### config.mk
export PLATFORM = sky130hd
export DESIGN_NAME = iram_arbiter
export DESIGN_NICKNAME = d
export VERILOG_FILES = /design/src/rtl/iram_pkg.sv /design/src/rtl/iram_arb_pick.sv /design/src/rtl/iram_arbiter.sv
export SDC_FILE = /design/constraint.sdc
export NUM_CORES = 1
export LEC_CHECK = 0
export BUFFER_PORTS_ARGS = -buffer_cell sky130_fd_sc_hd__buf_4
export CAP_MARGIN = 10
export CORE_AREA = 2 2 99 101
export DETAILED_ROUTE_END_ITERATION = 8
export DIE_AREA = 0 0 101 103
export GPL_TIMING_DRIVEN = 0
export SLEW_MARGIN = 10
export SYNTH_ARGS = -nofsm -noshare
export SYNTH_HDL_FRONTEND = slang
export SYNTH_SLANG_ARGS = --single-unit
### constraint.sdc
create_clock -name sclk -period 1.75 [get_ports sclk]
set_input_delay 0.2625 -clock sclk [delete_from_list [all_inputs] [get_ports sclk]]
set_output_delay 0.2625 -clock sclk [all_outputs]
set_load 0.1 [all_outputs]
### src/rtl/iram_pkg.sv
// Shared constants and owner encoding for the IRAM arbiter.
package iram_pkg;

  localparam int IRAM_ADDR_W = 12;
  localparam int BURST_W     = 4;

  typedef enum logic [1:0] {
    OWN_NONE  = 2'd0,
    OWN_FETCH = 2'd1,
    OWN_LOAD  = 2'd2
  } owner_e;

endpackage

### src/rtl/iram_arb_pick.sv
// Combinational winner selection between fetch and loader for the shared IRAM.
module iram_arb_pick (
  input  logic if_req,
  input  logic ld_req,
  input  logic burst_max,
  output logic if_win,
  output logic ld_win
);

  // Loader has priority, except when it has used up its burst allowance while fetch waits.
  always_comb begin
    ld_win = ld_req && !(if_req && burst_max);
    if_win = if_req && !ld_win;
  end

endmodule

### src/rtl/iram_arbiter.sv
// Arbitrates the single-port IRAM between instruction fetch and the program loader.
// Define IRAM_ARB_ERR_EN to add if_err/ld_err and block misaligned/out-of-range accesses.
//
// owner_q   | meaning
// OWN_NONE  | no access issued last cycle, no rvalid due
// OWN_FETCH | fetch access issued last cycle, if_rvalid due now
// OWN_LOAD  | loader access issued last cycle, ld_rvalid due now
module iram_arbiter
  import iram_pkg::*;
#(
  parameter int ADDR_W    = IRAM_ADDR_W,
  parameter int MAX_BURST = 4
) (
  input  logic              sclk,
  input  logic              rst,
  input  logic              if_req,
  input  logic [31:0]       if_addr,
  output logic              if_gnt,
  output logic              if_rvalid,
  output logic [31:0]       if_rdata,
  input  logic              ld_req,
  input  logic              ld_we,
  input  logic [3:0]        ld_be,
  input  logic [31:0]       ld_addr,
  input  logic [31:0]       ld_wdata,
  output logic              ld_gnt,
  output logic              ld_rvalid,
  output logic [31:0]       ld_rdata,
`ifdef IRAM_ARB_ERR_EN
  output logic              if_err,
  output logic              ld_err,
`endif
  output logic              ram_cs,
  output logic [3:0]        ram_we,
  output logic [ADDR_W-1:0] ram_addr,
  output logic [31:0]       ram_wdata,
  input  logic [31:0]       ram_rdata
);

  logic               if_win;
  logic               ld_win;
  logic               burst_max;
  logic [BURST_W-1:0] burst_cnt;
  owner_e             owner_q;
  owner_e             owner_d;
  logic               if_bad;
  logic               ld_bad;
  logic               err_d;
  logic               rd_zero;

  assign burst_max = (burst_cnt == BURST_W'(MAX_BURST));

  iram_arb_pick u_pick (
    .if_req    (if_req && !rst),
    .ld_req    (ld_req && !rst),
    .burst_max (burst_max),
    .if_win    (if_win),
    .ld_win    (ld_win)
  );

  assign if_gnt = if_win;
  assign ld_gnt = ld_win;

`ifdef IRAM_ARB_ERR_EN
  logic err_q;

  assign if_bad  = (if_addr[1:0] != 2'b00) || (if_addr[31:ADDR_W+2] != '0);
  assign ld_bad  = (ld_addr[1:0] != 2'b00) || (ld_addr[31:ADDR_W+2] != '0);
  assign rd_zero = rst || err_q;
  assign if_err  = !rst && err_q && (owner_q == OWN_FETCH);
  assign ld_err  = !rst && err_q && (owner_q == OWN_LOAD);

  always_ff @(posedge sclk) begin
    if (rst) err_q <= 1'b0;
    else     err_q <= err_d;
  end
`else
  // Byte-offset and upper address bits are intentionally dropped in this build.
  logic unused_addr_bits;
  assign unused_addr_bits = ^{if_addr[1:0], if_addr[31:ADDR_W+2],
                              ld_addr[1:0], ld_addr[31:ADDR_W+2]};
  assign if_bad  = 1'b0;
  assign ld_bad  = 1'b0;
  assign rd_zero = rst;
`endif

  always_comb begin
    ram_cs    = 1'b0;
    ram_we    = 4'b0000;
    ram_addr  = if_addr[ADDR_W+1:2];
    ram_wdata = '0;
    owner_d   = OWN_NONE;
    err_d     = 1'b0;
    if (rst) begin
      ram_addr = '0;
    end else if (ld_gnt) begin
      ram_cs    = !ld_bad;
      ram_we    = (ld_we && !ld_bad) ? ld_be : 4'b0000;
      ram_addr  = ld_addr[ADDR_W+1:2];
      ram_wdata = ld_wdata;
      owner_d   = OWN_LOAD;
      err_d     = ld_bad;
    end else if (if_gnt) begin
      ram_cs  = !if_bad;
      owner_d = OWN_FETCH;
      err_d   = if_bad;
    end
  end

  always_ff @(posedge sclk) begin
    if (rst) begin
      owner_q   <= OWN_NONE;
      burst_cnt <= '0;
    end else begin
      owner_q <= owner_d;
      if (if_gnt || !if_req)
        burst_cnt <= '0;
      else if (ld_gnt && (burst_cnt < BURST_W'(MAX_BURST)))
        burst_cnt <= burst_cnt + BURST_W'(1);
    end
  end

  assign if_rvalid = !rst && (owner_q == OWN_FETCH);
  assign ld_rvalid = !rst && (owner_q == OWN_LOAD);
  assign if_rdata  = rd_zero ? 32'h0 : ram_rdata;
  assign ld_rdata  = rd_zero ? 32'h0 : ram_rdata;

endmodule

======== Yosys cells after proc, flatten, opt, wreduce, memory -nomap -nowiden ========
Cells that the tools add are included.
operators by class
  add/sub/neg operators ................... 1
  $lt $le $gt $ge ......................... 1
  equal/unequal tests ..................... 3
  multiplexer cells ....................... 13
  reductions and logical operators ........ 15
operators with widths
  kind                                                number
  2-to-1 mux 32 bit                                   3
  2-to-1 mux 12 bit                                   2
  2-to-1 mux 4 bit                                    3
  logical AND 1 bit                                   8
  adder 4 x 1 -> 4 bit, second input constant         1
  == test 4 x 3 -> 1 bit, second input constant       1
  logical NOT 1 bit                                   4
  < comparator 4 x 3 -> 1 bit, second input constant  1
  2-to-1 mux 1 bit                                    4
  OR reduction 2 bit                                  2
  == test 2 x 1 -> 1 bit, second input constant       1
  == test 2 bit, second input constant                1
  2-to-1 mux 2 bit                                    1
  logical OR 1 bit                                    1
storage, ports and cells
  flip-flop bits (word level) ............. 6
  input bits .............................. 137

======== Depth between registers and ports, before layout ========
  depth after elaboration ................. 10
  gate-level depth with buffers ........... 6

======== By module ========
A second synthesis with hierarchy kept.
unflattened totals
  cells, all modules ...................... 170
  area, all modules ....................... 1,263.7 µm²
by module, submodules not included
  module         instances  cells each  area an instance (µm²)
  iram_arbiter   1          167         1,244.9
  iram_arb_pick  1          3           18.8

======== Worst setup path after synthesis ========
No wires, ideal clock.
  kind .................................... input port to output port
  from .................................... in rst
  to ...................................... out if_rvalid
  arrival ................................. 2,806 ps
  required time ........................... 1,487 ps
  path slack .............................. -1,319 ps
  stages on the path ...................... 3
  path through ............................ clkbuf_1 -> buf_2 -> nor3b_1
on the way
  cells in the longest elaborated chain, start to end .. 2
ends and longest elaborated chain
  item               line                 source
  from (decl)        iram_arbiter.sv:15   input logic rst,
  logical NOT 1 bit  iram_arbiter.sv:123  assign if_rvalid = !rst && (owner_q == OWN_FETCH);
  logical AND 1 bit  iram_arbiter.sv:123
  to (decl)          iram_arbiter.sv:19   output logic if_rvalid,
Every way passes these cells.

======== Worst setup path in the final report ========
  from .................................... reg burst_cnt[0]
  to ...................................... out ram_addr[3]
on the way
  cells in the longest elaborated chain, start to end .. 6
ends and longest elaborated chain
  item                    line                 source
  from (decl)             iram_arbiter.sv:43   logic [BURST_W-1:0] burst_cnt;
  from (signal assigned)  iram_arbiter.sv:119  burst_cnt <= burst_cnt + BURST_W'(1);
  == test 4 x 3 -> 1 bit  iram_arbiter.sv:51   assign burst_max = (burst_cnt == BURST_W'(MAX_BURST));
  logical AND 1 bit       iram_arb_pick.sv:12  ld_win = ld_req && !(if_req && burst_max);
  logical NOT 1 bit       iram_arb_pick.sv:12
  logical AND 1 bit       iram_arb_pick.sv:12
  2-to-1 mux 12 bit       iram_arbiter.sv:96   end else if (ld_gnt) begin
  2-to-1 mux 12 bit       iram_arbiter.sv:94   if (rst) begin
  to (decl)               iram_arbiter.sv:35   output logic [ADDR_W-1:0] ram_addr,
Every way passes these cells.

==> flow_results.org <==
** Synth
- Synthesis produced a netlist whose cell count is 184.
- Ys Warns :: 0
- Distinct cell type count after synthesis :: 24
- Of the post-synthesis cell area, the part taken by muxes is 0%.
- Area fraction in compound gates after synthesis :: 5.99%
- After synthesis, the mean cell area works out to 6.81 um^2.
- Yosys mapped a number of flops with a built-in enable equal to 0.
- Summed over its instances, the top area cell type makes up 19.8% of the synthesized netlist area.
- The synthesized design spends more area on one cell type than any other, namely buf_4.
- The number of nets handed over by synthesis was 323.
- In the post-synthesis netlist, the biggest area contributors are buf_4 20%, and3_1 19%, nor2b_1 16%.
- The most common cell in the synthesized netlist is and3_1.
- Sequential fraction of the synthesis area :: 9.58%
- Flops & latches, synth :: 6
- Counting flops with an async set or reset pin after synthesis yields a share of 0%.
- Leading register cell type out of synthesis :: dfxtp_1
- Fraction of the mapped netlist area in adder cells :: 2.00%
- Share of the synthesized netlist area taken by xor and xnor gates :: 0.699%
- Of the total synthesized cell area, the portion taken by AND, OR, NAND and NOR gates is 55.2%.
- In the synthesized netlist, the cells that appear most often are 38 x and3_1, 33 x buf_4, 33 x nor2b_1.
- Post-synthesis cell area :: 0.00125 mm^2
- By area, the combinational part of the netlist is dominated by simple AND/OR/NAND/NOR gates.

** Placed design
- Routability-driven placement finished with a final weighted congestion of 0.748.
- After legalization and detailed placement, the total HPWL measured 5940 um.
- Placed cell count :: 511
- The count of buffers added on input and output ports is 213.
- Once placement finished, the instance area stood at 0.00336 mm^2.

** Timing
- The worst path uses 110% of the clock period.
- Setup repair after global routing could not meet its margin everywhere.
- Transition at the pin with the smallest max-transition slack :: 0.424 ns
- Fmax :: 517 MHz
- Max-slew violations :: 0
- The worst path in the final design needs a cycle of 1.93 ns, including I/O delays and setup.
- Total negative setup slack :: -4.64 ns
- Post-route setup slack :: -0.183 ns
- Max-slew headroom :: 71.7%
- Fin Clk Skew :: 0.000623 ns
- Endpoints failing hold :: 0
- Setup violations remaining at the end of the flow were counted as 47.

** Critical path
- Walking the worst path, the cells encountered are inv_2, ha_4, nand4b_4, and2_4, buf_12, o21ai_4, buf_12.
- Crit Path Category :: flop to output pin
- Among the stages of the critical path, the cell type that occurs most often is buf_12.
- Worst Setup End Kind :: output pin
- Data on the critical path is required at its endpoint by 1.49 ns.
- Crit path arrival time :: 1.67 ns
- The slowest stage of the critical path belongs to the cell dfxtp_2.
- Critical Path Source Type :: flop
- Highest net fanout along the worst path :: 10
- Maximum single-stage delay on the critical path :: 0.31 ns

** Cells and area
- Final design instance area without fill :: 0.00410 mm^2
- Area Overhead vs Synth :: 227%
- Sequential cell area in the final layout :: 123 um^2
- The net count of the finished layout is 553.
- The filler cells instantiated in the layout total 940.
- Share of final-layout standard cells stronger than drive strength 1 :: 87.9%
- The number of antenna diodes in the final layout is 0.
- Multi-input logic area :: 0.00117 mm^2
- Non-filler instance count after layout :: 526

** CTS
- Maximum number of buffers from clock root to sink :: 2
- Clock-pin slew was measured on the worst setup and hold paths at 0.04 ns.
- CTS built an H-tree with a depth of 1.
- Library cell used as clock root buffer :: clkbuf_8
- Counting every sink on the clock net gives 6.
- Clock latency on the worst-skew pair :: 0.22 ns
- Number of buffers added by the clock tree synthesis step :: 3
- TritonCTS built the clock tree.
- After clock tree synthesis, the flow added hold-fix buffers numbering 0.

** Floorplanning
- Chip width :: 101 um
- The floorplan has 36 rows.
- Number of top-level pins :: 254
- Die height :: 103 um
- Placeable Area :: 0.00946 mm^2
- The initial utilization of the core area, before any placement, comes to 13.3%.
- Die Area :: 0.0104 mm^2

** GRT
- The initial antenna violation count came to 0.
- Global route total overflow :: 0
- Wire length of the first global-routing pass :: 10,600 um
- The number of global-route vias before repair came to 2,156.
- Entering global routing, the biggest net connects 11 pins.
- Total routing resource utilization after global routing :: 12.8%

** Flow run
- Across the run, the number of max-cap violations was 0.

** Status
- Failing checks :: negative setup slack
- The run finished, with violations left.

** Route
- Via total after detailed routing :: 2,135
- Routed wire length per instance :: 14.3 um
- In this run, the number of DRC markers left after iteration 0 of detailed routing was 28.
- TritonRoute pass-1 iters :: 4
- In the routed design, unresolved DRC markers number 0.
- Final WL :: 7540 um
- In this run the remaining antenna-violating nets after routing total 0.
- DR vias/cell :: 4.06

** Pwr
- For this design the ratio of total power to cell area is 537 mW/mm^2.
- VDD sags by at most 267 uV.
- Leakage component of the power :: 2.09 nW

** Worst hold path
- Kind of path behind the tightest hold check :: input pin to flop
registers in the layout, indices dropped and copies added (netlist names):
| register | count |
|---|---|
| owner_q | 2 |
| burst_cnt | 4 |
layout by cell type (no fill, tap or decap):
master | synthesis | layout
o21ai_0 | 1 | 1
nor2b_4 | 0 | 8
and3_2 | 0 | 20
buf_2 | 2 | 1
buf_6 | 2 | 12
dfxtp_2 | 0 | 2
nor3_1 | 1 | 1
nor2b_2 | 0 | 25
nand2_1 | 2 | 2
and2_4 | 1 | 1
clkbuf_4 | 0 | 2
a21oi_1 | 2 | 2
and3_4 | 0 | 11
clkbuf_1 | 11 | 2
ha_1 | 2 | 1
buf_12 | 0 | 28
o21ai_4 | 0 | 12
inv_2 | 0 | 2
nor3b_4 | 0 | 1
nand2b_1 | 12 | 12
xnor2_1 | 1 | 1
nor3b_2 | 2 | 3
and3_1 | 38 | 7
nor2_2 | 0 | 1
nand3_1 | 12 | 12
ha_4 | 0 | 1
buf_8 | 0 | 20
clkbuf_8 | 0 | 7
clkbuf_2 | 0 | 5
buf_4 | 33 | 198
inv_1 | 3 | 1
nor4bb_1 | 1 | 1
and2_1 | 1 | 1
dfxtp_1 | 6 | 4
clkbuf_16 | 0 | 1
nand4b_4 | 1 | 1
nor2_1 | 3 | 2
per-layer routing:
metal  global-route usage, %  wire length (um)  up-vias
li1                        -                 -     1040
met5                       0                 0        -
met4                    2.39               130        0
met1                    15.1              2780     1001
met3                    2.92               431       10
met2                    23.8              4200       84
through the flow:
stage / total power [mW] / hold WS (ns) / worst slack, ns / utilization, %
after floorplan: 1.43 / 0.379 / -0.406 / -
after global placement: 1.84 / 0.516 / -0.310 / 35.5
after detailed placement: 1.84 / 0.527 / -0.343 / 35.5
after CTS: 2.19 / 0.335 / -0.212 / 42.4
after global routing: 2.27 / 0.348 / -0.249 / 43.4
final: 2.20 / 0.339 / -0.183 / 43.4
area by class of cell:
cell class              instances  share of cell area (%)
plain buffers                  48                    9.85
clock buffers                   3                    1.01
inverters                       3                   0.274
multi-input cells             127                    28.5
flip-flops and latches          6                    2.99
well taps                     114                    3.48
repair buffers                225                    53.9
what timing repair did:
action | 4_1_cts | 5_1_grt
setup endpoints to repair | 59 | 65
gates resized for setup | 139 | 16
setup buffers | 8 | 1
cloned | 2 | 1
endpoints found under the hold margin | 0 | 0
pin swaps | 9 | 4
worst max-delay path: cells and delay by family, from the launching register on:
kind / cells / cell delay (ns)
fa+ha+maj: 1 / 0.14
compound gates: 1 / 0.21
simple gates: 2 / 0.36
buf+inv: 3 / 0.42
flops: 1 / 0.31
final timing paths:
check / startpoint / depth (start not counted) / slack [ns] / endpoint
setup / recovery: burst_cnt[0] / 7 / -0.18 / ram_addr[3]
hold / removal: if_req / 3 / 0.34 / burst_cnt[2]
setup reg to reg: burst_cnt[0] / 7 / 0.41 / owner_q[1]
hold reg to reg: burst_cnt[3] / 1 / 0.53 / burst_cnt[3]
where the power goes:
part           switching (mW)  internal [mW]  leakage (nW)
combinational            1.26          0.594          2.02
clock                  0.0570          0.148        0.0216
sequential            0.00223          0.141        0.0499
total                    1.32          0.883          2.09
cells by family (layout without fill, tap and decap cells):
kind of cell | count (synthesis) | after routing
flip-flops | 6 | 6
buffers and inverters | 51 | 279
AND/OR/NAND/NOR | 109 | 109
AO/OA/AOI/OAI | 15 | 15
adder cells (fa/ha/maj) | 2 | 2
XOR/XNOR | 1 | 1
No activity file was read; power rests on OpenSTA's default activity.
